`src/rtl/dma_chan_arbiter.sv`:
```
// ============================================================================
// Module      : dma_chan_arbiter
// Description : Round-robin arbiter sharing one DMA engine among NUM_CH
//               channels. Optional watchdog via `DMA_ARB_WDOG_EN.
// Revision    : 1.0 - initial release
// ============================================================================
`default_nettype none

module dma_chan_arbiter #(
    parameter int NUM_CH         = 4,
    parameter int AXI_ADDR_WIDTH = 32,
    parameter int WDOG_CYCLES    = 4096
) (
    input  logic                             clk_i,
    input  logic                             rst_i,
    input  logic [NUM_CH-1:0]                ch_req_i,
    output logic [NUM_CH-1:0]                ch_req_ack_o,
    input  logic [NUM_CH*12-1:0]             ch_bytes_i,
    input  logic [NUM_CH*AXI_ADDR_WIDTH-1:0] ch_rd_addr_i,
    input  logic [NUM_CH*AXI_ADDR_WIDTH-1:0] ch_wr_addr_i,
    input  logic [NUM_CH*8-1:0]              ch_rd_cfg_i,
    input  logic [NUM_CH*8-1:0]              ch_wr_cfg_i,
    output logic [NUM_CH-1:0]                ch_rd_beat_o,
    output logic [NUM_CH-1:0]                ch_wr_beat_o,
    output logic [NUM_CH-1:0]                ch_rd_done_o,
    output logic [NUM_CH-1:0]                ch_wr_done_o,
    output logic [NUM_CH-1:0]                grant_o,
    output logic                             busy_o,
    output logic                             timeout_o,
    output logic                             dma_req_o,
    input  logic                             dma_req_ack_i,
    input  logic                             dma_rdy_i,
    output logic [11:0]                      dma_bytes_o,
    output logic [AXI_ADDR_WIDTH-1:0]        dma_rd_addr_o,
    output logic [AXI_ADDR_WIDTH-1:0]        dma_wr_addr_o,
    output logic [2:0]                       dma_rd_size_o,
    output logic [2:0]                       dma_wr_size_o,
    output logic [3:0]                       dma_rd_burst_o,
    output logic [3:0]                       dma_wr_burst_o,
    output logic                             dma_rd_inc_o,
    output logic                             dma_wr_inc_o,
    input  logic                             dma_rd_beat_i,
    input  logic                             dma_wr_beat_i,
    input  logic                             dma_rd_done_i,
    input  logic                             dma_wr_done_i
);

    localparam int PTR_W = $clog2(NUM_CH);
    localparam int SUM_W = PTR_W + 1;

    typedef enum logic [1:0] {
        S_IDLE = 2'd0,
        S_REQ  = 2'd1,
        S_BUSY = 2'd2
    } state_t;

    state_t              r_state;
    state_t              w_state_nxt;
    logic [NUM_CH-1:0]   r_grant;
    logic [PTR_W-1:0]    r_gidx;
    logic [PTR_W-1:0]    r_rr_ptr;
    logic                r_rd_seen;
    logic                r_wr_seen;

    logic [PTR_W-1:0]    w_pick_idx;
    logic [NUM_CH-1:0]   w_pick_oh;
    logic [SUM_W-1:0]    w_sum;
    logic                w_g_req;
    logic                w_ack_fire;
    logic                w_finish;
    logic                w_in_busy;
    logic                w_wdog_fire;
    logic [PTR_W-1:0]    w_next_ptr;

    if (NUM_CH < 2 || NUM_CH > 8 || WDOG_CYCLES < 1) begin : g_param_check
        $error("dma_chan_arbiter: parameter out of range");
    end

    // Descending scan so the smallest offset from r_rr_ptr wins.
    always_comb begin
        w_pick_idx = '0;
        w_sum      = '0;
        for (int k = NUM_CH - 1; k >= 0; k--) begin
            w_sum = {1'b0, r_rr_ptr} + SUM_W'(k);
            if (w_sum >= SUM_W'(NUM_CH)) begin
                w_sum = w_sum - SUM_W'(NUM_CH);
            end
            if (ch_req_i[w_sum[PTR_W-1:0]]) begin
                w_pick_idx = w_sum[PTR_W-1:0];
            end
        end
        w_pick_oh             = '0;
        w_pick_oh[w_pick_idx] = 1'b1;
    end

    assign w_g_req    = |(ch_req_i & r_grant);
    assign w_in_busy  = (r_state == S_BUSY);
    assign w_next_ptr = (r_gidx == PTR_W'(NUM_CH - 1)) ? '0 : r_gidx + 1'b1;

    always_comb begin
        w_state_nxt = r_state;
        w_ack_fire  = 1'b0;
        w_finish    = 1'b0;
        case (r_state)
            S_IDLE: begin
                if (|ch_req_i && dma_rdy_i) begin
                    w_state_nxt = S_REQ;
                end
            end
            S_REQ: begin
                if (w_g_req && dma_req_ack_i) begin
                    w_ack_fire  = 1'b1;
                    w_state_nxt = S_BUSY;
                end else if (!w_g_req) begin
                    w_state_nxt = S_IDLE;
                end
            end
            S_BUSY: begin
                if (((r_rd_seen || dma_rd_done_i) && (r_wr_seen || dma_wr_done_i))
                    || w_wdog_fire) begin
                    w_finish    = 1'b1;
                    w_state_nxt = S_IDLE;
                end
            end
            default: w_state_nxt = S_IDLE;
        endcase
    end

    always_ff @(posedge clk_i) begin
        if (rst_i) begin
            r_state   <= S_IDLE;
            r_grant   <= '0;
            r_gidx    <= '0;
            r_rr_ptr  <= '0;
            r_rd_seen <= 1'b0;
            r_wr_seen <= 1'b0;
        end else begin
            r_state <= w_state_nxt;
            if (r_state == S_IDLE && w_state_nxt == S_REQ) begin
                r_grant <= w_pick_oh;
                r_gidx  <= w_pick_idx;
            end
            if (w_ack_fire) begin
                r_rd_seen <= 1'b0;
                r_wr_seen <= 1'b0;
            end else if (w_in_busy) begin
                if (dma_rd_done_i) r_rd_seen <= 1'b1;
                if (dma_wr_done_i) r_wr_seen <= 1'b1;
            end
            // A dropped request leaves the pointer untouched; only completion advances it.
            if (r_state == S_REQ && w_state_nxt == S_IDLE) begin
                r_grant <= '0;
            end
            if (w_finish) begin
                r_grant  <= '0;
                r_rr_ptr <= w_next_ptr;
            end
        end
    end

`ifdef DMA_ARB_WDOG_EN
    localparam int WD_W = $clog2(WDOG_CYCLES + 1);
    logic [WD_W-1:0] r_wdog;

    always_ff @(posedge clk_i) begin
        if (rst_i || w_ack_fire) begin
            r_wdog <= '0;
        end else if (w_in_busy) begin
            r_wdog <= r_wdog + 1'b1;
        end
    end

    // Fires in the WDOG_CYCLES-th cycle spent in BUSY.
    assign w_wdog_fire = w_in_busy && (r_wdog == WD_W'(WDOG_CYCLES - 1));
`else
    assign w_wdog_fire = 1'b0;
`endif

    assign timeout_o    = w_wdog_fire;
    assign busy_o       = (r_state != S_IDLE);
    assign grant_o      = busy_o ? r_grant : '0;
    assign dma_req_o    = (r_state == S_REQ) && w_g_req;
    assign ch_req_ack_o = r_grant & {NUM_CH{w_ack_fire}};

    assign ch_rd_beat_o = r_grant & {NUM_CH{w_in_busy & dma_rd_beat_i}};
    assign ch_wr_beat_o = r_grant & {NUM_CH{w_in_busy & dma_wr_beat_i}};
    assign ch_rd_done_o = r_grant & {NUM_CH{w_in_busy & (dma_rd_done_i | w_wdog_fire)}};
    assign ch_wr_done_o = r_grant & {NUM_CH{w_in_busy & (dma_wr_done_i | w_wdog_fire)}};

    always_comb begin
        dma_bytes_o    = '0;
        dma_rd_addr_o  = '0;
        dma_wr_addr_o  = '0;
        dma_rd_size_o  = '0;
        dma_wr_size_o  = '0;
        dma_rd_burst_o = '0;
        dma_wr_burst_o = '0;
        dma_rd_inc_o   = 1'b0;
        dma_wr_inc_o   = 1'b0;
        if (r_state != S_IDLE) begin
            dma_bytes_o    = ch_bytes_i[r_gidx*12 +: 12];
            dma_rd_addr_o  = ch_rd_addr_i[r_gidx*AXI_ADDR_WIDTH +: AXI_ADDR_WIDTH];
            dma_wr_addr_o  = ch_wr_addr_i[r_gidx*AXI_ADDR_WIDTH +: AXI_ADDR_WIDTH];
            dma_rd_size_o  = ch_rd_cfg_i[r_gidx*8 +: 3];
            dma_wr_size_o  = ch_wr_cfg_i[r_gidx*8 +: 3];
            dma_rd_burst_o = ch_rd_cfg_i[r_gidx*8+3 +: 4];
            dma_wr_burst_o = ch_wr_cfg_i[r_gidx*8+3 +: 4];
            dma_rd_inc_o   = ch_rd_cfg_i[r_gidx*8+7];
            dma_wr_inc_o   = ch_wr_cfg_i[r_gidx*8+7];
        end
    end

endmodule

`default_nettype wire
```
`config.mk`:
```
export PLATFORM = sky130hd
export DESIGN_NAME = dma_chan_arbiter
export DESIGN_NICKNAME = d
export VERILOG_FILES = /design/src/rtl/dma_chan_arbiter.sv
export SDC_FILE = /design/constraint.sdc
export NUM_CORES = 1
export LEC_CHECK = 0
export CORE_AREA = 4 4 193 195
export CTS_CLUSTER_SIZE = 8
export DETAILED_ROUTE_END_ITERATION = 10
export DIE_AREA = 0 0 197 199
export GPL_TIMING_DRIVEN = 0
export MAX_ROUTING_LAYER = met4
export PLACE_DENSITY = 0.47
export SLEW_MARGIN = 20
export SYNTH_ARGS = -nofsm -noshare
export SYNTH_HDL_FRONTEND = slang
export SYNTH_SLANG_ARGS = --single-unit
export TNS_END_PERCENT = 10
```
`constraint.sdc`:
```
create_clock -name clk_i -period 2.15 [get_ports clk_i]
set_input_delay 0.43 -clock clk_i [delete_from_list [all_inputs] [get_ports clk_i]]
set_output_delay 0.43 -clock clk_i [all_outputs]
set_load 0.01 [all_outputs]
```
==> metrics.md, run 1 <==
| Metric | Value |
|---|---|
| Ant diodes | `0` |
| Setup crit end kind | `output pin` |
| Ys async rst share | `0%` |
| Site Rows | `~70` |
| Status | `finished with violations` |
| H-tree levels | `1` |
| Synthesized area | `about 3500 sq um` |
| TritonCTS Sinks | `12` |
| Number of distinct library cells after synthesis | `33` |
| Required @ worst endpoint | `~1.7 ns` |
| Failing checks | `setup timing` |
| Period minus WS final | `2.34 ns` |
| P&R area growth vs syn | `179%` |
| Final setup vio count | `~80` |
| Die Ht | `a little under 200 microns` |
| #FFs+latches synth | `12` |
| Die X | `197 microns` |
| RD Place Congestion | `approximately 0.8` |
| CTS clk-pin slew, worst paths | `0.04 ns` |
| Drt first pass iters | `4` |
| CTS root buf | `clkbuf_16` |
| Crit path max fanout | `6` |
| Power per cell area | `236 nW/um^2` |
| RSZ-0062 raised after global routing | `true` |
| Final-stage net count | `1234` |
| Mux share of post-synthesis cell area | `around three fifths` |
| Post-synthesis area per instance | `11.2 sq um` |
| All-Layer GR Usage | `between 10% and 20%` |
| Fillcell total | `3772` |
| Post-synthesis simple-gate area fraction | `24.7%` |
| Number of global-route vias before repair | `about 5600` |
| Layout cells sized above 1 | `approximately two fifths` |
| Net Sw Frac | `27.1%` |
| Pleak | `3.88 nW` |
| Clock network fraction of total power | `roughly 16%` |
| Xor and xnor area share after synthesis | `0%` |
| Setup WS post-layout | `-0.188 ns` |
| Main combinational cell family by area after synthesis | `multiplexers` |
| Prevailing post-synth register cell | `dfxtp_1` |
| Core area | `35400 sq um` |
| DP HPWL | `25000 microns` |
| Drt wl/cell | `22.2 microns` |
| Cts hold-fix bufs | `0` |
| Startpoint Class | `flop` |
| Routed wire length | `29100 microns` |
| VDD IR max | `about 0.31 mV` |
| Synth Area in Compound Gates | `around 3.5%` |
| Layout Cells excl Fill | `1313` |
| Psw | `0.631 mW` |
| Syn. warnings | `0` |
| IO Pins | `499` |
| Syn_nets | `696` |
| Worst Hold Class | `reg2reg` |
| Worst Tran Pin Value | `0.651 ns` |
| Initial Util | `10.0%` |
| Fin util | `27.9%` |
| Worst Skew | `0.00243 ns` |
| Final Hold Viols | `0` |
| Clock buffer count from CTS | `3` |
| CP Class | `reg2out` |
| Full die area | `around 39000 sq um` |
| Max-cap violation count | `0` |
| Pint | `between 1.5 and 2 mW` |
| Placed Instances | `1272` |
| Number of synthesized flops with an enable pin | `0` |
| First-pass GRT wire length | `approximately 40000 microns` |
| Fmax | `0.428 GHz` |
| Largest net degree at the start of global routing | `11` |
| Data arrival time of the critical path | `1.91 ns` |
| Total global routing overflow | `0` |
| Routed vias | `roughly 5000` |
| Clock tree buffer depth | `2` |
| Cells after Synth | `315` |
| Adder-cell share of the synthesized area | `0.353%` |
| Tcrit/Tclk final | `109%` |
| CTS tree | `yes` |
| Drt drc | `0` |
| Port Buffer Count | `496` |
| Detail-routed via count per cell | `just under 4` |
| Sequential group share of total power | `10.4%` |
| Initial antenna violation count | `0` |
| Max-slew violations | `0` |
| Post-route ant nets | `0` |
| Register area share after synthesis | `6.78%` |
| Drt initial violations | `168` |
| Worst-skew pair later-pin latency | `0.24 ns` |
| Slew HR | `56.5%` |
| Combinational power share | `73.5%` |
==> area by class of cell <==
| type | instances | area, sq um | area share [%] |
|---|---|---|---|
| Multi-Input combinational cell | 263 | 3290 | 33.3 |
| Inverter | 3 | 11.3 | 0.114 |
| Buffer | 35 | 434 | 4.40 |
| Sequential cell | 12 | 254 | 2.57 |
| Timing Repair Buffer | 535 | 5210 | 52.8 |
| Tap cell | 461 | 577 | 5.85 |
| Clock buffer | 4 | 88.8 | 0.901 |
==> routing by layer <==
metal  vias up  part of all wire, %  GRT usage [%]
met5         -                    0              -
met4         0                 0.47          0.642
met3         6                  6.2           1.91
met2       219                   52           24.5
met1      2502                   42           17.9
li1       2320                    -              -
==> logic make-up (layout without fill, tap and decap cells) <==
family          count (synthesis)  after routing
mux                            96             96
fa+ha+maj                       1              1
flops                          12             12
simple gates                  145            145
compound gates                 20             20
buf+inv                        40            577
other cells                     1              1
==> Yosys cell counts (2+ instances only) <==
cell type / n / area [sq um]
o21ai_0: 2 / 10.0
nand2b_1: 3 / 18.8
nand2_1: 7 / 26.3
mux4_2: 92 / 2070
a21oi_1: 11 / 55.1
clkbuf_1: 19 / 71.3
nor3_1: 2 / 10.0
buf_1: 5 / 18.8
mux2i_1: 4 / 40.0
a22oi_1: 2 / 15.0
dfxtp_1: 12 / 240
and3_1: 20 / 125
nand3b_1: 2 / 15.0
buf_2: 11 / 55.1
inv_1: 3 / 11.3
nor2_1: 7 / 26.3
and2_1: 97 / 607
==> power groups by stage <==
stage | combinational, mW | clock, mW | sequential (mW)
after floorplan | 0.496 | 0 | 0.238
after global placement | 1.55 | 0 | 0.244
after detailed placement | 1.55 | 0 | 0.244
after CTS | 1.67 | 0.382 | 0.245
after global routing | 1.81 | 0.402 | 0.243
final | 1.71 | 0.374 | 0.242
==> worst max-delay path, cell delays in order, from the launching register on <==
cell,delay [ns]
dfxtp_4,0.38
buf_12,0.16
buf_12,0.11
buf_12,0.11
buf_6,0.10
mux4_2,0.51
and2_4,0.18
buf_6,0.11
==> through the flow <==
stage | worst slack [ns] | setup TNS [ns] | power, mW | area [sq um] | hold WS (ns)
after detailed placement | -1.42 | -104.88 | 1.79 | 9080 | 0.498
after CTS | -0.312 | -14.51 | 2.30 | 9670 | 0.491
after global placement | -1.40 | -103.31 | 1.79 | 9080 | 0.494
after global routing | -0.256 | -13.16 | 2.45 | 9860 | 0.515
after floorplan | 0.0451 | 0 | 0.735 | 3540 | 0.465
final | -0.188 | -7.36 | 2.32 | 9860 | 0.487
==> placed cells by master, fill, tap and decap left out, drive strengths merged, types with 2 or more instances in the layout <==
cell | Yosys | final
mux4 | 92 | 92
buf | 18 | 149
nor2 | 7 | 7
clkdlybuf4s15 | 0 | 2
dlygate4sd2 | 0 | 19
a22oi | 2 | 2
mux2i | 4 | 4
dfxtp | 12 | 12
nand3b | 2 | 2
and2 | 97 | 97
nand2b | 3 | 3
clkdlybuf4s50 | 0 | 381
nor3 | 2 | 2
inv | 3 | 3
a21oi | 12 | 12
clkbuf | 19 | 22
and3 | 20 | 20
nand2 | 7 | 7
o21ai | 2 | 2
==> repair_timing <==
action                                  CTS  global route
gates resized for setup                 569            56
gates cloned                              2             0
endpoints found under the hold margin     0             0
buffers inserted                         29             9
endpoints found under the setup margin  119            92
pin swaps                                17             6
==> flip-flops by register name, summed over array words and instances, names as in the netlist <==
name / cells
r_rd_seen: 1
r_wr_seen: 1
r_state: 2
r_gidx: 2
r_rr_ptr: 2
r_grant: 4
==> path summary, 6_finish.rpt <==
kind | start | depth (start not counted) | slack [ns] | to
hold reg to reg | r_state[0] | 1 | 0.49 | r_state[0]
hold / removal | r_state[0] | 1 | 0.49 | r_state[0]
setup / recovery | r_gidx[0] | 7 | -0.19 | dma_rd_addr_o[17]
setup reg to reg | r_state[1] | 6 | 0.33 | r_grant[0]
Power figures use the tool's default switching activity.
==> run 2, diff against run 1 <==
- CTS_CLUSTER_SIZE: 8 -> 10
- TNS_END_PERCENT: 10 -> 20
==> metrics.md, run 2 (same netlist as run 1, synthesis figures left out) <==
| Metric | Value |
|---|---|
| Status | `finished with violations` |
| Failing checks | `setup timing` |
| Full die area | `39200 sq um (unchanged)` |
| Placed Instances | `1272 (unchanged)` |
| Worst Skew | `0.00245 ns (+0.0000160 ns)` |
| Fmax | `0.428 GHz (about the same)` |
| Worst Tran Pin Value | `0.653 ns (+0.00186 ns)` |
| Max-slew violations | `0 (unchanged)` |
| Final Hold Viols | `0 (unchanged)` |
| DP HPWL | `25000 microns (unchanged)` |
| Grt met2 use | `24.5% (-0.038 points)` |
| Die X | `197 microns (unchanged)` |
| Max reg flops | `4 (unchanged)` |
| Biggest register | `r_grant` |
| Fin util | `28.1% (+0.26 points)` |
| Sequential standard cell area | `254 sq um (unchanged)` |
| Fillcell total | `3762 (-0.27%)` |
| GRT met3 Usage | `1.91% (unchanged)` |
| Pleak | `3.91 nW (+0.73%)` |
| Worst Hold Class | `reg2reg` |
| Period minus WS final | `2.34 ns (-0.000229 ns)` |
| Number of global-route vias before repair | `5607 (+0.20%)` |
| Site Rows | `69 (unchanged)` |
| Drt initial violations | `167 (-0.60%)` |
| CTS clk-pin slew, worst paths | `0.04 ns (about the same)` |
| VDD IR max | `0.309 mV (about the same)` |
| Port Buffer Count | `496 (unchanged)` |
| Commonest non-fill, non-tap cells in the layout | `381 x clkdlybuf4s50_1, 92 x mux4_2, 62 x and2_4, 60 x buf_6, 44 x buf_2` |
| Detail-routed via count per cell | `3.85 (+0.11%)` |
| Final instance area | `9960 sq um (+0.94%)` |
| CTS tree | `yes` |
| Max-cap violation count | `0 (unchanged)` |
| Most common cell after layout, fill and taps aside | `clkdlybuf4s50_1` |
| Power per cell area | `235 nW/um^2 (-0.13%)` |
| Worst hold margin | `0.487 ns (unchanged)` |
| Drt wl/cell | `22.1 microns (-0.14%)` |
| Crit path max fanout | `6 (unchanged)` |
| Clock buffer count from CTS | `3 (unchanged)` |
| Startpoint Class | `flop` |
| CTS root buf | `clkbuf_16` |
| Largest net degree at the start of global routing | `11 (unchanged)` |
| Tcrit/Tclk final | `109% (about the same)` |
| Total global routing overflow | `0 (unchanged)` |
| Setup WS post-layout | `-0.188 ns (+0.000229 ns)` |
| Power, Total | `2.34 mW (+0.81%)` |
| Clock tree buffer depth | `2 (unchanged)` |
| First-pass GRT wire length | `39600 microns (+0.23%)` |
| Multi-input gate area | `3300 sq um (+0.23%)` |
| Data arrival time of the critical path | `1.91 ns (about the same)` |
| IO Pins | `499 (unchanged)` |
| Setup crit end kind | `output pin` |
| Routed vias | `5060 (+0.26%)` |
| Layout cells sized above 1 | `39.6% (+0.49 points)` |
| Required @ worst endpoint | `1.72 ns (about the same)` |
| Drt drc | `0 (unchanged)` |
| Slew HR | `56.4% (-0.12 points)` |
| Core area | `35400 sq um (unchanged)` |
| RSZ-0062 raised after global routing | `true` |
| RD Place Congestion | `0.814 (unchanged)` |
| GR Util met1 | `18.0% (+0.052 points)` |
| Cts hold-fix bufs | `0 (unchanged)` |
| Placement Setup Slack | `-1.42 ns (unchanged)` |
| Die Ht | `199 microns (unchanged)` |
| Initial antenna violation count | `0 (unchanged)` |
| H-tree levels | `1 (unchanged)` |
| Placed cell areas | `9080 sq um (unchanged)` |
| Worst-skew pair later-pin latency | `0.24 ns (about the same)` |
| Layout Cells excl Fill | `1315 (+0.15%)` |
| GRT busiest layer | `met2` |
| P&R area growth vs syn | `181%` |
| Post-route ant nets | `0 (unchanged)` |
| Setup TNS | `-7.27 ns (+0.0877 ns)` |
| TritonCTS Sinks | `12 (unchanged)` |
| Drt first pass iters | `4 (unchanged)` |
| All-Layer GR Usage | `13.9% (+0.026 points)` |
| Ant diodes | `0 (unchanged)` |
| Routed wire length | `29100 microns (about the same)` |
| Initial Util | `10.0% (unchanged)` |
| Final setup vio count | `77 (-1.3%)` |
| Final-stage net count | `1236 (+0.16%)` |
| CP Class | `reg2out` |
==> run 2: changes by cell type in the layout (fill, tap and decap cells not counted), sizes merged <==
cell  delta
buf      +2
==> run 2: area by class of cell <==
class	count	area share, %
timing repair buffer	537	53.0
multi-input combinational	263	33.1
tap	461	5.79
buffer	35	4.51
sequential	12	2.55
clock buffer	4	0.892
inverter	3	0.113
==> run 2: repair_timing <==
| action | 4_1_cts | 5_1_grt |
|---|---|---|
| pin swaps | 22 | 4 |
| setup endpoints to repair | 119 | 91 |
| gates cloned | 2 | 0 |
| buffers inserted | 31 | 9 |
| resized for setup | 590 | 54 |
| hold endpoints to repair | 0 | 0 |
==> run 2: where the power goes <==
group	total [mW]	internal [mW]	switching (mW)	leakage [nW]
logic	1.73	1.20	0.527	3.76
clock network	0.374	0.280	0.0935	0.0442
registers	0.242	0.229	0.0126	0.101
==> run 2: per-layer routing <==
layer	wire length, microns	part of all wire, %
met1	12200	42
met2	15000	52
met3	1770	6.1
met4	174	0.60
met5	0	0
==> run 2: final timing paths <==
path	cells past startpoint	endpoint	startpoint	slack (ns)
setup / recovery	7	dma_rd_addr_o[22]	r_gidx[0]	-0.19
hold / removal	1	r_state[0]	r_state[0]	0.49
setup reg to reg	6	r_grant[0]	r_state[1]	0.33
hold reg to reg	1	r_state[0]	r_state[0]	0.49
==> run 2: worst max-delay path, cell delays in order (launching register included) <==
cell and delay, ns:
dfxtp_4 0.38, buf_12 0.16, buf_12 0.11, buf_12 0.11, buf_6 0.11, mux4_2 0.48
and2_1 0.17, buf_2 0.14
